## config.mk

```make
export PLATFORM = sky130hd
export DESIGN_NAME = rename_regfile
export DESIGN_NICKNAME = d
export VERILOG_FILES = /design/src/rtl/rename_regfile.sv
export SDC_FILE = /design/constraint.sdc
export NUM_CORES = 2
export LEC_CHECK = 0
export CORE_UTILIZATION = 45
export CTS_BUF_LIST = sky130_fd_sc_hd__clkbuf_4 sky130_fd_sc_hd__clkbuf_8
export CTS_CLUSTER_SIZE = 25
export DETAILED_ROUTE_END_ITERATION = 6
export SLEW_MARGIN = 20
export SYNTH_ARGS = -nofsm -noshare
export SYNTH_HDL_FRONTEND = slang
export SYNTH_SLANG_ARGS = --single-unit
```

## constraint.sdc

```tcl
create_clock -name clk -period 6.6 [get_ports clk]
set_input_delay 1.32 -clock clk [delete_from_list [all_inputs] [get_ports clk]]
set_output_delay 1.32 -clock clk [all_outputs]
set_load 0.02 [all_outputs]
```

## src/rtl/rename_regfile.sv

```systemverilog
// Rename-aware architectural register file.
// Holds 32 entries of {value, busy, producer tag}. Each cycle it can take up to NCMT
// commits and one rename request. The request looks up two source operands and the
// answer is registered, so it appears one cycle later. The lookup uses the state as
// it was before this cycle's rename. A same-cycle commit whose tag matches is
// forwarded to the lookup.
module rename_regfile #(
    parameter int XLEN  = 32,
    parameter int TAG_W = 4,
    parameter int NCMT  = 2
) (
    input  logic                  clk,
    input  logic                  rst,
    input  logic                  rdy,
    input  logic [NCMT-1:0]       cmt_valid,
    input  logic [NCMT*5-1:0]     cmt_rd,
    input  logic [NCMT*TAG_W-1:0] cmt_tag,
    input  logic [NCMT*XLEN-1:0]  cmt_data,
    input  logic                  flush,
    input  logic                  req_valid,
    input  logic [TAG_W-1:0]      req_id,
    input  logic                  req_rd_en,
    input  logic [4:0]            req_rd,
    input  logic [1:0]            req_src_en,
    input  logic [9:0]            req_src,
    output logic                  rsp_valid,
    output logic [TAG_W-1:0]      rsp_id,
    output logic [1:0]            rsp_busy,
    output logic [2*TAG_W-1:0]    rsp_tag,
    output logic [2*XLEN-1:0]     rsp_data
);
    localparam int NREG = 32;

    logic [XLEN-1:0]  value_reg [NREG];
    logic [NREG-1:0]  busy_reg;
    logic [TAG_W-1:0] tag_reg   [NREG];

    // Commit ports unpacked into arrays for readability.
    logic [4:0]       cmt_rd_a   [NCMT];
    logic [TAG_W-1:0] cmt_tag_a  [NCMT];
    logic [XLEN-1:0]  cmt_data_a [NCMT];

    for (genvar gi = 0; gi < NCMT; gi++) begin : g_cmt_unpack
        assign cmt_rd_a[gi]   = cmt_rd[gi*5 +: 5];
        assign cmt_tag_a[gi]  = cmt_tag[gi*TAG_W +: TAG_W];
        assign cmt_data_a[gi] = cmt_data[gi*XLEN +: XLEN];
    end

    // A flush suppresses the request. A request that renames x0 changes no state.
    logic req_fire;
    logic rename_fire;
    assign req_fire    = req_valid & ~flush;
    assign rename_fire = req_fire & req_rd_en & (req_rd != 5'd0);

    // Per-source lookup with commit forwarding. Results are registered below.
    logic [1:0]         src_busy_next;
    logic [2*TAG_W-1:0] src_tag_next;
    logic [2*XLEN-1:0]  src_data_next;

    for (genvar gi = 0; gi < 2; gi++) begin : g_src
        logic [4:0]       idx;
        logic             hit;
        logic [XLEN-1:0]  hit_data;
        logic             busy_s;
        logic [TAG_W-1:0] tag_s;
        logic [XLEN-1:0]  data_s;

        assign idx = req_src[gi*5 +: 5];

        // Resolve the source. When several ports match, the later port wins because
        // the loop visits it last.
        always_comb begin
            hit      = 1'b0;
            hit_data = '0;
            busy_s   = 1'b0;
            tag_s    = '0;
            data_s   = '0;
            for (int p = 0; p < NCMT; p++) begin
                if (cmt_valid[p] && (cmt_rd_a[p] == idx) &&
                    (cmt_tag_a[p] == tag_reg[idx]) && busy_reg[idx]) begin
                    hit      = 1'b1;
                    hit_data = cmt_data_a[p];
                end
            end
            if (req_src_en[gi] && (idx != 5'd0)) begin
                if (hit) begin
                    data_s = hit_data;
                end else if (busy_reg[idx]) begin
                    busy_s = 1'b1;
                    tag_s  = tag_reg[idx];
                end else begin
                    data_s = value_reg[idx];
                end
            end
        end

        assign src_busy_next[gi]                = busy_s;
        assign src_tag_next[gi*TAG_W +: TAG_W]  = tag_s;
        assign src_data_next[gi*XLEN +: XLEN]   = data_s;
    end

    // Per-register commit effects. The value comes from the highest matching port.
    // Busy clears if any matching port carries the current producer tag.
    logic [NREG-1:0] val_wr_next;
    logic [XLEN-1:0] val_din_next [NREG];
    logic [NREG-1:0] clr_next;

    // Decode the commit ports into per-register write and clear requests. x0 never
    // takes a write.
    always_comb begin
        val_wr_next = '0;
        clr_next    = '0;
        for (int r = 0; r < NREG; r++) begin
            val_din_next[r] = '0;
        end
        for (int r = 1; r < NREG; r++) begin
            for (int p = 0; p < NCMT; p++) begin
                if (cmt_valid[p] && (cmt_rd_a[p] == 5'(r))) begin
                    val_wr_next[r]  = 1'b1;
                    val_din_next[r] = cmt_data_a[p];
                    if (cmt_tag_a[p] == tag_reg[r]) begin
                        clr_next[r] = 1'b1;
                    end
                end
            end
        end
    end

    // State update. Reset takes priority over rdy. A flush clears every busy bit and
    // still lets commit values land. A rename takes priority over a same-cycle clear.
    always_ff @(posedge clk) begin
        if (rst) begin
            for (int r = 0; r < NREG; r++) begin
                value_reg[r] <= '0;
                tag_reg[r]   <= '0;
            end
            busy_reg  <= '0;
            rsp_valid <= 1'b0;
            rsp_id    <= '0;
            rsp_busy  <= '0;
            rsp_tag   <= '0;
            rsp_data  <= '0;
        end else if (rdy) begin
            for (int r = 1; r < NREG; r++) begin
                if (val_wr_next[r]) begin
                    value_reg[r] <= val_din_next[r];
                end
                if (flush) begin
                    busy_reg[r] <= 1'b0;
                end else if (rename_fire && (req_rd == 5'(r))) begin
                    busy_reg[r] <= 1'b1;
                    tag_reg[r]  <= req_id;
                end else if (clr_next[r]) begin
                    busy_reg[r] <= 1'b0;
                end
            end
            rsp_valid <= req_fire;
            if (req_fire) begin
                rsp_id   <= req_id;
                rsp_busy <= src_busy_next;
                rsp_tag  <= src_tag_next;
                rsp_data <= src_data_next;
            end
        end
    end
endmodule

```

==> results.py <==
metrics = {
    "run_status": {
        "status": "complete, but fails checks",
        "failed_checks": "design-rule violations",
    },
    "layout": {
        "syn_to_final_growth_pct": 10.7,
        "nNetsFinal": 6787,
        "final_common_cell": "nand2_1",
        "largest_register_ffs": 992,
        "drive_above_1_share_pct": 21.5,
        "fillers": 14600,
        "fin_cells": 9075,
        "final_cell_mix": "nand2_1, edfxtp_1, mux4_2, nor2_1, a21oi_1",
    },
    "global_routing": {
        "grt_pass1_wl_mm": 463,
        "antenna_found_initial": 24,
        "grt_max_degree": 204,
        "grt_overflow": 0,
        "grt_usage_pct": 37.7,
        "grt_pass1_vias": 61500,
    },
    "detailed_routing": {
        "postRouteAntennaNets": 0,
        "drt-total-wl_mm": 331,
        "highest_layer": "met5",
        "m1WireLength_mm": 114,
        "drt-pass1-iter-count": 7,
        "drc": 1,
        "drt_iter0_drc": 11300,
        "wire_per_inst_um": 36.4,
        "wl_met3_mm": 47.7,
        "via_per_inst": 7.08,
        "met2_length_mm": 146,
        "dr_total_vias": 64300,
    },
    "timing": {
        "finalSetupTns_ns": 0,
        "tightest_slew_ns": 1.28,
        "rsz0062_at_grt": "false",
        "fin_skew_ns": 0.0793,
        "fmax_mhz": 216,
        "hold_slack_ns": 0.452,
        "maxSlewHeadroom_pct": 14.3,
        "min_period_ns": 4.62,
        "hold_viol_final": 0,
        "fin_crit_sh_pct": 70.0,
        "finalMaxSlewViolations": 0,
        "finalSetupViolCount": 0,
    },
    "power_and_ir_drop": {
        "power.leakage_nw": 28.4,
        "p_int_mw": 14.0,
        "p_sw_mw": 5.82,
        "finalPower_mw": 19.8,
        "combPwrFrac_pct": 16.1,
        "clock_power_share_pct": 37.5,
        "vdd_drop_max_mv": 0.249,
        "powerDensity_nw_per_um2": 234,
        "sw_frac_of_total_pct": 29.4,
        "seqPwrFrac_pct": 46.4,
    },
    "cts": {
        "clock_sinks": 1226,
        "clock_latency_ns": 1.02,
        "post-cts-setup-buffer-count": 0,
        "ctsResizeCount": 0,
        "cts_made_buffers": 216,
        "cts_hold_buf": 0,
        "clock-root-buffer": "clkbuf_8",
        "cts.clk_slew.worst_paths_ns": 0.06,
        "cts_tree": "yes",
        "h-tree-depth": 4,
        "cts_buffer_depth": 3,
    },
    "worst_setup_path": {
        "endpoint_kind": "flip-flop",
        "r2r-end": "rsp_data[30]",
        "cp.buffers_inverters": 2,
        "critPathLaunchType": "input pin",
        "crit_path_top_delay_cell": "clkdlybuf4s50_1",
        "critPathArrivalTime_ns": 5.47,
        "ff2ff_path_depth": 10,
        "critPathMaxFanout": 18,
        "crit_type": "in -> reg",
        "cpLargestDelayFamily": "simple AND/OR/NAND/NOR gates",
        "rrSetupSlack_ns": 2.70,
        "cpMostUsedCell": "o21ai_0",
        "crit_chain": "clkdlybuf4s50_1 > nor2b_1 > nand3_1 > nor2_4 > buf_4 > nand2_1 > o21ai_0 > o21ai_0 > a22oi_1 > nor2_1",
        "critPathMaxStageDelay_ns": 1.13,
        "worstPathRequired_ns": 7.45,
        "reg2reg_from": "tag_reg[5][1]",
    },
    "floorplan": {
        "rows": 150,
        "ioPinCount": 190,
        "coreArea_um2": 168000,
        "initial_utilization_pct": 45.6,
        "die_x_um": 414,
        "dieArea_um2": 172000,
        "die_h_um": 414,
    },
    "place": {
        "io_buffer_count": 189,
        "dp_cells": 8662,
        "gp_congestion": 1.04,
        "post-dp-hpwl_mm": 201,
    },
    "synth": {
        "synth_top_family_by_area": "multiplexers",
        "ys_types": 68,
        "syn-instance-count": 6894,
        "synth_simple_gate_area_share_pct": 11.8,
        "ys.flop_type": "edfxtp_1",
        "ys_seq_area_share_pct": 46.7,
        "synth_fa_ha_area_share_pct": 0,
        "syn_area_um2": 76500,
        "synth_compound_area_share_pct": 12.6,
        "ys_warn_count": 0,
        "ys_seq_elements": 1226,
        "yosys.area_share.xor_xnor_pct": 3.23,
        "syn_avg_cell_area_um2": 11.1,
        "syn-num-nets": 7005,
        "synth_edf_count": 1116,
        "async_flop_share_pct": 0,
        "synthMuxAreaShare_pct": 21.1,
    },
    "flow_run": {
        "cap_violations": 0,
    },
    "worst_hold_path": {
        "hold_start": "rsp_id[2]",
        "hold_path.class": "reg -> reg",
        "hold_end": "rsp_id[2]",
        "whs_path_depth": 2,
    },
}
how the worst max path moves through the flow:
stage | end | cells past startpoint | slack, ns | start
detailed placement | value_reg[26][25] | 9 | 1.16 | cmt_rd[6]
global placement | value_reg[18][13] | 6 | 1.09 | cmt_rd[6]
CTS | busy_reg[22] | 10 | 2.22 | cmt_rd[6]
finish | busy_reg[22] | 10 | 1.98 | cmt_rd[6]
global route | busy_reg[22] | 10 | 1.88 | cmt_rd[6]
floorplan | value_reg[18][0] | 8 | 1.72 | cmt_rd[6]
kinds of logic after synthesis:
kind of cell              Yosys count
AOI/OAI and AO/OA                1466
and+or+nand+nor                  2227
xor gates and xnor gates          282
muxes                             814
buffers and inverters             879
DFF                              1226
worst register-to-register path: stages, from the launching register on:
cell      delay (ns)
edfxtp_1        0.50
mux4_2          0.51
nor2b_1         0.22
nor3_1          0.13
or3_1           0.43
nor3_1          0.19
o32a_1          0.26
nand4_1         0.67
buf_12          0.46
mux2i_1         0.19
a221oi_2        0.29
power by group through the flow:
stage	Sequential (mW)	Combinational [mW]	Clock, mW
finish	9.20	3.19	7.44
global route	9.23	3.26	7.74
CTS	9.18	3.07	7.43
detailed placement	9.34	3.06	0
global placement	9.31	3.03	0
floorplan	9.22	1.97	0
routing by layer:
layer	vias up	track usage, %
li1	25300	-
met1	32100	48.1
met2	5616	56.0
met3	1169	11.9
met4	14	22.8
met5	-	0.194
metrics by stage:
stage	utilization (%)	worst slack (ns)	instance area, um^2
after floorplan	-	1.72	76500
after global placement	47.7	1.09	80100
after detailed placement	47.8	1.16	80300
after CTS	50.4	2.22	84700
after global routing	50.4	1.88	84700
final	50.4	1.98	84700
final cells by class:
type	count	area, um^2	share of cell area, %
inverter	12	45.0	0.0532
clock buffer	302	3690	4.36
antenna	8	20.0	0.0236
tap	2204	2760	3.26
multi-input combinational	4789	37800	44.7
timing repair buffer	431	3920	4.62
clock inverter	103	713	0.842
sequential	1226	35700	42.2
Yosys cell counts, types with 17 or more instances:
cell	number	share of area [%]
nor3_1	24	0.16
o31a_1	28	0.32
buf_2	98	0.64
a211oi_1	39	0.38
a21oi_1	592	3.9
clkbuf_1	638	3.1
xnor2_1	184	2.1
nand4_1	51	0.42
o22ai_1	17	0.14
edfxtp_1	1116	44
nand2b_1	53	0.43
buf_1	109	0.53
xor2_1	98	1.1
mux2i_1	109	1.4
nor2b_1	22	0.18
dfxtp_1	110	2.9
a221oi_2	24	0.47
mux4_2	624	18
nand3_1	28	0.18
a21o_1	40	0.39
nor4_1	25	0.20
a22o_1	77	0.88
nor2_1	655	3.2
nand2_1	1304	6.4
a221oi_1	33	0.38
and2_1	31	0.25
o21ai_0	96	0.63
mux2_2	75	1.1
a22oi_1	471	4.6
(Power assumes the default switching activity.)
